`src/rtl/key_event_ctrl.sv`:
```
// ---------------------------------------------------------------------------
// key_event_ctrl
//
// Scan-clock generator and event scheduler for the push-button debounce
// chain. A free-running divider produces the slow 50 % duty scan clock used
// by every key debounce instance. Debounced key levels are synchronised and
// sampled once per scan period, on the falling edge of scan_clk (the divider
// wrap, called the scan strobe). Sampling there keeps it away from the edge
// on which the debouncers update.
//
// Each key runs a small FSM that turns its level into PRESS / LONG /
// REPEAT / RELEASE events. Each key has a one-deep pending slot. A
// round-robin arbiter moves pending events into a single output register
// that the consumer drains with a valid/ready handshake.
//
// Optional feature macro: KEY_REPEAT_EN
//   defined   : a key held past LONG emits REPEAT every REPEAT_TICKS ticks
//   undefined : a held key is silent until release; REPEAT_TICKS is unused
//
// Parameters
//   NKEYS        number of keys (2..16)
//   SCAN_DIV     clk cycles per scan period (even, >= 4)
//   LONG_TICKS   scan ticks held before LONG
//   REPEAT_TICKS scan ticks between REPEAT events after LONG
//
// Ports
//   clk        in   system clock
//   rst_       in   synchronous active-low reset
//   scan_clk   out  scan clock for the debounce instances
//   key_lvl    in   [NKEYS-1:0] debounced levels, 1 = pressed
//   ev_valid   out  event available
//   ev_ready   in   consumer accepts the event
//   ev_key     out  [KW-1:0] key index of the event
//   ev_type    out  [1:0] 0 PRESS, 1 LONG, 2 REPEAT, 3 RELEASE
//   ev_overrun out  one-cycle pulse when an event is lost
// ---------------------------------------------------------------------------
module key_event_ctrl #(
  parameter  int NKEYS        = 4,
  parameter  int SCAN_DIV     = 333334,
  parameter  int LONG_TICKS   = 150,
  parameter  int REPEAT_TICKS = 30,
  localparam int KW           = (NKEYS > 2) ? $clog2(NKEYS) : 1
) (
  input  logic             clk,
  input  logic             rst_,
  output logic             scan_clk,
  input  logic [NKEYS-1:0] key_lvl,
  output logic             ev_valid,
  input  logic             ev_ready,
  output logic [KW-1:0]    ev_key,
  output logic [1:0]       ev_type,
  output logic             ev_overrun
);

  localparam int unsigned NK = NKEYS;

  // Divider
  localparam int DW = $clog2(SCAN_DIV);
  localparam logic [DW-1:0] DIV_LAST = DW'(SCAN_DIV - 1);
  localparam logic [DW-1:0] DIV_HALF = DW'(SCAN_DIV / 2 - 1);

  // Tick counter sized for the longest interval it has to reach
`ifdef KEY_REPEAT_EN
  localparam int TMAX = (LONG_TICKS > REPEAT_TICKS) ? LONG_TICKS : REPEAT_TICKS;
`else
  localparam int TMAX = LONG_TICKS;
`endif
  localparam int CW = $clog2(TMAX + 1);
  localparam logic [CW-1:0] LONG_C = CW'(LONG_TICKS);
`ifdef KEY_REPEAT_EN
  localparam logic [CW-1:0] REP_C  = CW'(REPEAT_TICKS);
`endif

  typedef enum logic [1:0] {
    ST_IDLE,
    ST_PRESSED,
    ST_HELD
  } key_state_t;

  typedef enum logic [1:0] {
    EV_PRESS   = 2'd0,
    EV_LONG    = 2'd1,
    EV_REPEAT  = 2'd2,
    EV_RELEASE = 2'd3
  } ev_type_t;

  logic [DW-1:0]    div_q;
  logic             strobe;
  logic [NKEYS-1:0] sync1_q;
  logic [NKEYS-1:0] sync2_q;

  key_state_t       state_q   [NKEYS];
  key_state_t       state_d   [NKEYS];
  logic [CW-1:0]    cnt_q     [NKEYS];
  logic [CW-1:0]    cnt_d     [NKEYS];
  logic [NKEYS-1:0] post;
  ev_type_t         post_type [NKEYS];

  logic [NKEYS-1:0] slot_vld_q;
  logic [NKEYS-1:0] slot_vld_d;
  logic [1:0]       slot_type_q [NKEYS];
  logic [1:0]       slot_type_d [NKEYS];
  logic             lost;

  logic [KW-1:0]    last_q;
  logic             load;
  logic             gnt_found;
  logic [KW-1:0]    gnt_idx;
  logic [1:0]       gnt_type;

  // -------------------------------------------------------------------------
  // Scan divider and scan clock. The strobe is the wrap cycle, which is also
  // the cycle in which scan_clk is driven low.
  // -------------------------------------------------------------------------
  assign strobe = (div_q == DIV_LAST);

  always_ff @(posedge clk) begin
    if (!rst_) begin
      div_q    <= '0;
      scan_clk <= 1'b0;
    end else begin
      if (strobe) begin
        div_q    <= '0;
        scan_clk <= 1'b0;
      end else begin
        div_q <= div_q + DW'(1);
        if (div_q == DIV_HALF) begin
          scan_clk <= 1'b1;
        end
      end
    end
  end

  // Two-flop synchroniser for the scan_clk-domain key levels
  always_ff @(posedge clk) begin
    if (!rst_) begin
      sync1_q <= '0;
      sync2_q <= '0;
    end else begin
      sync1_q <= key_lvl;
      sync2_q <= sync1_q;
    end
  end

  // -------------------------------------------------------------------------
  // Per-key FSM: state register
  // -------------------------------------------------------------------------
  always_ff @(posedge clk) begin
    if (!rst_) begin
      for (int unsigned k = 0; k < NK; k++) begin
        state_q[k] <= ST_IDLE;
        cnt_q[k]   <= '0;
      end
    end else begin
      for (int unsigned k = 0; k < NK; k++) begin
        state_q[k] <= state_d[k];
        cnt_q[k]   <= cnt_d[k];
      end
    end
  end

  // Per-key FSM: next state. Release wins over LONG/REPEAT in the same tick.
  always_comb begin
    for (int unsigned k = 0; k < NK; k++) begin
      state_d[k] = state_q[k];
      cnt_d[k]   = cnt_q[k];
      if (strobe) begin
        case (state_q[k])
          ST_IDLE: begin
            if (sync2_q[k]) begin
              state_d[k] = ST_PRESSED;
              cnt_d[k]   = '0;
            end
          end
          ST_PRESSED: begin
            if (!sync2_q[k]) begin
              state_d[k] = ST_IDLE;
            end else if ((cnt_q[k] + CW'(1)) == LONG_C) begin
              state_d[k] = ST_HELD;
              cnt_d[k]   = '0;
            end else begin
              cnt_d[k] = cnt_q[k] + CW'(1);
            end
          end
          ST_HELD: begin
            if (!sync2_q[k]) begin
              state_d[k] = ST_IDLE;
            end
`ifdef KEY_REPEAT_EN
            else if ((cnt_q[k] + CW'(1)) == REP_C) begin
              cnt_d[k] = '0;
            end else begin
              cnt_d[k] = cnt_q[k] + CW'(1);
            end
`endif
          end
          default: begin
            state_d[k] = ST_IDLE;
            cnt_d[k]   = '0;
          end
        endcase
      end
    end
  end

  // Per-key FSM: event posting
  always_comb begin
    for (int unsigned k = 0; k < NK; k++) begin
      post[k]      = 1'b0;
      post_type[k] = EV_PRESS;
      if (strobe) begin
        case (state_q[k])
          ST_IDLE: begin
            if (sync2_q[k]) begin
              post[k]      = 1'b1;
              post_type[k] = EV_PRESS;
            end
          end
          ST_PRESSED: begin
            if (!sync2_q[k]) begin
              post[k]      = 1'b1;
              post_type[k] = EV_RELEASE;
            end else if ((cnt_q[k] + CW'(1)) == LONG_C) begin
              post[k]      = 1'b1;
              post_type[k] = EV_LONG;
            end
          end
          ST_HELD: begin
            if (!sync2_q[k]) begin
              post[k]      = 1'b1;
              post_type[k] = EV_RELEASE;
            end
`ifdef KEY_REPEAT_EN
            else if ((cnt_q[k] + CW'(1)) == REP_C) begin
              post[k]      = 1'b1;
              post_type[k] = EV_REPEAT;
            end
`endif
          end
          default: begin
            post[k] = 1'b0;
          end
        endcase
      end
    end
  end

  // -------------------------------------------------------------------------
  // Round-robin arbiter: search starts one past the last granted key.
  // -------------------------------------------------------------------------
  assign load = !ev_valid || ev_ready;

  always_comb begin
    int unsigned cand;
    gnt_found = 1'b0;
    gnt_idx   = '0;
    gnt_type  = '0;
    cand      = 0;
    for (int unsigned i = 0; i < NK; i++) begin
      cand = (32'(last_q) + 32'd1 + i) % NK;
      if (!gnt_found && slot_vld_q[cand]) begin
        gnt_found = 1'b1;
        gnt_idx   = KW'(cand);
        gnt_type  = slot_type_q[cand];
      end
    end
  end

  // -------------------------------------------------------------------------
  // Pending slots. The grant clears first, then the FSM post is applied, so a
  // post into a slot granted this cycle lands in an empty slot.
  // -------------------------------------------------------------------------
  always_comb begin
    lost = 1'b0;
    for (int unsigned k = 0; k < NK; k++) begin
      slot_vld_d[k]  = slot_vld_q[k];
      slot_type_d[k] = slot_type_q[k];
      if (load && gnt_found && (gnt_idx == KW'(k))) begin
        slot_vld_d[k] = 1'b0;
      end
      if (post[k]) begin
        if (!slot_vld_d[k]) begin
          slot_vld_d[k]  = 1'b1;
          slot_type_d[k] = post_type[k];
        end else begin
          lost = 1'b1;
          if (post_type[k] != EV_REPEAT) begin
            slot_type_d[k] = post_type[k];
          end
        end
      end
    end
  end

  always_ff @(posedge clk) begin
    if (!rst_) begin
      slot_vld_q <= '0;
      for (int unsigned k = 0; k < NK; k++) begin
        slot_type_q[k] <= '0;
      end
    end else begin
      slot_vld_q <= slot_vld_d;
      for (int unsigned k = 0; k < NK; k++) begin
        slot_type_q[k] <= slot_type_d[k];
      end
    end
  end

  // -------------------------------------------------------------------------
  // Output register and overrun pulse
  // -------------------------------------------------------------------------
  always_ff @(posedge clk) begin
    if (!rst_) begin
      ev_valid   <= 1'b0;
      ev_key     <= '0;
      ev_type    <= '0;
      ev_overrun <= 1'b0;
      last_q     <= KW'(NKEYS - 1);
    end else begin
      ev_overrun <= lost;
      if (load) begin
        ev_valid <= gnt_found;
        if (gnt_found) begin
          ev_key  <= gnt_idx;
          ev_type <= gnt_type;
          last_q  <= gnt_idx;
        end
      end
    end
  end

endmodule

```
`config.mk`:
```
export PLATFORM = sky130hd
export DESIGN_NAME = key_event_ctrl
export DESIGN_NICKNAME = d
export VERILOG_FILES = /design/src/rtl/key_event_ctrl.sv
export SDC_FILE = /design/constraint.sdc
export NUM_CORES = 1
export LEC_CHECK = 0
export CORE_MARGIN = 1
export CORE_UTILIZATION = 60
export CTS_BUF_LIST = sky130_fd_sc_hd__clkbuf_4 sky130_fd_sc_hd__clkbuf_8 sky130_fd_sc_hd__clkbuf_16
export CTS_CLUSTER_DIAMETER = 50
export DETAILED_ROUTE_END_ITERATION = 6
export GPL_TIMING_DRIVEN = 0
export PLACE_DENSITY = 0.78
export SETUP_SLACK_MARGIN = 0.02
export SLEW_MARGIN = 20
export SYNTH_ARGS = -nofsm -noshare
export SYNTH_HDL_FRONTEND = slang
export SYNTH_SLANG_ARGS = --single-unit
```
`constraint.sdc`:
```
create_clock -name clk -period 6.9 [get_ports clk]
set_input_delay 1.035 -clock clk [delete_from_list [all_inputs] [get_ports clk]]
set_output_delay 1.035 -clock clk [all_outputs]
set_load 0.02 [all_outputs]
```
==> summary.md <==
| Metric | Value |
|---|---|
| Sequential area share after synthesis | `0.344` |
| PD cells | `155 nW/um2` |
| Net Sw Frac | `0.257` |
| Placed inst area | `5630 um2` |
| Synth area leaders | `dfxtp_1 (30%), ha_1 (6.3%), nor2_1 (5.3%), edfxtp_1 (4.5%), a21oi_1 (4.3%)` |
| Synth Area in Adders | `0.0630` |
| I/O pins | `14` |
| H-tree Lvls | `3` |
| P_sw | `232 uW` |
| Type of origin of the critical path | `flip-flop` |
| Critical path fanouts, max | `5` |
| Layout Cells excl Fill | `787` |
| Cell-by-cell trace of the critical path | `or4_4, nor4_1, nand3_1, o41ai_1, nand3_1, nor3_1` |
| Hold Path Origin | `sync1_q[2]` |
| Final setup vio count | `0` |
| RSZ-0062 raised after global routing | `false` |
| Placed insts | `771` |
| Clk pin slew, worst setup/hold paths | `100 ps` |
| Setup Buffers After CTS | `0` |
| Drt first pass iters | `7` |
| Hold crit path type | `reg -> reg` |
| Die W | `96.5 um` |
| Root buffer cell | `clkbuf_8` |
| Clock buffer count from CTS | `9` |
| Global-route usage over all layers | `0.264` |
| Mapped Cells | `650` |
| R2r setup slk | `3330 ps` |
| Hold_buf cts | `0` |
| Port bufs | `13` |
| Vias in the first global route | `4241` |
| CP max-delay cell | `nor4_1` |
| Seq cells post-synth | `88` |
| Post-synth ARST share | `0` |
| Layout cells sized above 1 | `0.0810` |
| Critical path buffers and inverters | `0` |
| Fin nets | `708` |
| Initial antenna violation count | `0` |
| Deepest clock path buffer count | `2` |
| Fill count | `718` |
| Reg area | `1840 um2` |
| Min Tclk post-route | `3570 ps` |
| Synthesis Warnings | `0` |
| DRC | `0` |
| Routed wire length | `12.0 mm` |
| Peak VDD IR | `137 uV` |
| Skew final | `16.9 ps` |
| Core Area | `8680 um2` |
| Yosys top cell area share | `0.299` |
| Syn nets | `684` |
| Xor/xnor share of the synthesized area | `0.0327` |
| Ys flop type | `dfxtp_1` |
| Min-Delay Path Depth | `1` |
| # rows | `34` |
| Peak Freq | `280 MHz` |
| Syn_area_per_cell | `8.25 um2` |
| DR WL/cell | `15.2 um` |
| Design area | `5810 um2` |
| R2R cell count | `6` |
| Post-synth EDFFs | `8` |
| Max capacitance violation total | `0` |
| RD Place Congestion | `0.890` |
| Largest area contributor in the netlist | `dfxtp_1` |
| Final Cycle Share | `0.517` |
| Most numerous cell in the Yosys netlist | `dfxtp_1` |
| Total number of vias | `4835` |
| Top delay family on crit path | `simple AND/OR/NAND/NOR gates` |
| Clk_lat worst skew | `360 ps` |
| FF-to-FF End | `slot_type_q[3][0]` |
| Outcome | `finished, final reports clean` |
| Multi-input gate area | `3270 um2` |
| Worst EP arrival | `3760 ps` |
| Final setup TNS | `0 ps` |
| Gr ovfl total | `0` |
| Final hold violations | `0` |
| Worst Max-Slew Pin Slew | `1130 ps` |
| Gate power share | `0.035` |
| CP Capture Type | `flip-flop` |
| Pleak | `2.04 nW` |
| Layout area overhead | `8.42%` |
| Unique masters post-synth | `76` |
| Cell repeated most along the worst path | `nand3_1` |
| Final setup margin | `3330 ps` |
| Slew margin rel. | `0.239` |
| Drt via density | `6.14` |
| Dpl hpwl | `8.69 mm` |
| Post-Syn Area | `5360 um2` |
| Power Internal | `672 uW` |
| Count of pins over their slew limit | `0` |
| Critical path origin | `div_q[6]` |
| DRT iter0 DRCs | `301` |
| CTS tree | `done` |
| Delay of the slowest critical-path stage | `960 ps` |
| Post-Synth Simple-Gate Area | `0.278` |
| Mux cell area share after synthesis | `0.0450` |
| Hold Path End | `sync2_q[2]` |
| CP Data Required Time | `7090 ps` |
| Compound-Gate Fraction of Synth Area | `0.190` |
| Largest net degree at the start of global routing | `18` |
| Place WS | `3470 ps` |
| Die H | `96.5 um` |
| Die ar. | `9320 um2` |
| Routed Antenna Nets | `0` |
| Commonest cells post-synth | `dfxtp_1 (80), nor2_1 (75), nand2_1 (50)` |
| Clock sink total | `88` |
| Clock share of power | `0.383` |
| First-pass GRT wire length | `19.3 mm` |
| Reg-to-Reg Start | `div_q[6]` |
| Inserted Diodes | `0` |
| Crit Path Class | `reg -> reg` |
| Seq pwr share | `0.582` |
| Initial Utilization | `0.618` |
| Resized Gates After CTS | `0` |
| Total power | `904 uW` |
| Largest family of logic cells by synthesized area | `simple AND/OR/NAND/NOR gates` |
-- state kept, by name, summed over array words and instances (netlist names) --
register / flops
cnt_q: 32
div_q: 19
ev_key: 2
ev_overrun: 1
ev_type: 2
ev_valid: 1
last_q: 2
scan_clk: 1
slot_type_q: 8
slot_vld_q: 4
state_q: 8
sync1_q: 4
sync2_q: 4
-- power by group through the flow --
stage | Sequential (mW) | Clock (mW) | Combinational, mW
2_1_floorplan | 0.536 | 0 | 0.0196
3_3_place_gp | 0.537 | 0 | 0.0307
3_5_place_dp | 0.538 | 0 | 0.0316
4_1_cts | 0.526 | 0.351 | 0.0319
5_1_grt | 0.527 | 0.375 | 0.0354
6_report | 0.526 | 0.346 | 0.0319
-- how the worst max path moves through the flow --
| stage | end | cells after the start | slack, ps |
|---|---|---|---|
| floorplan | slot_type_q[3][0] | 5 | 4270 |
| global placement | slot_type_q[3][0] | 6 | 3530 |
| detailed placement | cnt_q[1][3] | 7 | 3470 |
| CTS | slot_type_q[3][0] | 6 | 3430 |
| global route | slot_type_q[3][0] | 6 | 3150 |
| finish | slot_type_q[3][0] | 6 | 3330 |
-- cells by family after synthesis --
logic type               after synthesis
XOR/XNOR                              20
adder cells (fa/ha/maj)               27
buffers and inverters                 57
AO/OA/AOI/OAI                        154
AND/OR/NAND/NOR                      282
flip-flops                            88
multiplexers                          22
-- stage by stage --
stage,util,hold WS [ps]
finish,0.670,438
floorplan,-,412
detailed placement,0.648,417
global placement,0.648,418
CTS,0.670,439
global route,0.670,455
-- worst reg2reg max path, cell delays in order, from the launching register on --
cell and delay [ps]:
dfxtp_1 350, or4_4 550, nor4_1 960, nand3_1 170
o41ai_1 920, nand3_1 210, nor3_1 230
-- cells in the final DEF (no fill, tap or decap), types with 5 or more instances in the layout --
| cell | netlist | routed |
|---|---|---|
| clkdlybuf4s50_1 | 0 | 13 |
| nor2_1 | 75 | 75 |
| edfxtp_1 | 8 | 8 |
| ha_1 | 27 | 27 |
| nand3b_1 | 6 | 6 |
| mux2i_1 | 14 | 14 |
| mux2_2 | 7 | 7 |
| or4_4 | 5 | 5 |
| xor2_1 | 9 | 9 |
| o21a_1 | 5 | 5 |
| buf_4 | 5 | 5 |
| nand3_1 | 24 | 24 |
| nand4_1 | 10 | 10 |
| nor4_1 | 11 | 11 |
| clkbuf_8 | 0 | 9 |
| a211o_1 | 6 | 6 |
| a21oi_1 | 46 | 46 |
| dfxtp_1 | 80 | 80 |
| and3_1 | 11 | 11 |
| a31oi_1 | 10 | 10 |
| or3_1 | 7 | 7 |
| inv_1 | 27 | 27 |
| and2_1 | 15 | 15 |
| o21ai_0 | 32 | 32 |
| a211oi_1 | 6 | 6 |
| nor2b_1 | 13 | 13 |
| clkbuf_1 | 19 | 19 |
| nand2_1 | 50 | 50 |
| xnor2_1 | 11 | 11 |
| nor3_1 | 17 | 17 |
| nand2b_1 | 12 | 12 |
-- per-layer routing --
layer / vias up / global-route usage / part of all wire / wire [um]
li1: 2403 / - / - / -
met2: 155 / 0.434 / 0.47 / 5600
met3: 17 / 0.0477 / 0.057 / 687
met4: 0 / 0.0821 / 0.011 / 132
met1: 2260 / 0.350 / 0.46 / 5540
met5: - / 0 / 0 / 0
-- layout make-up --
cell class                 count  area share
clock buffer                   9      0.0213
timing repair buffer          13      0.0224
tap                          108      0.0232
inverter                      28      0.0181
clock inverter                 7      0.0108
buffer                        29      0.0256
multi-input combinational    505       0.562
sequential                    88       0.317
No activity file was read; power rests on OpenSTA's default activity.
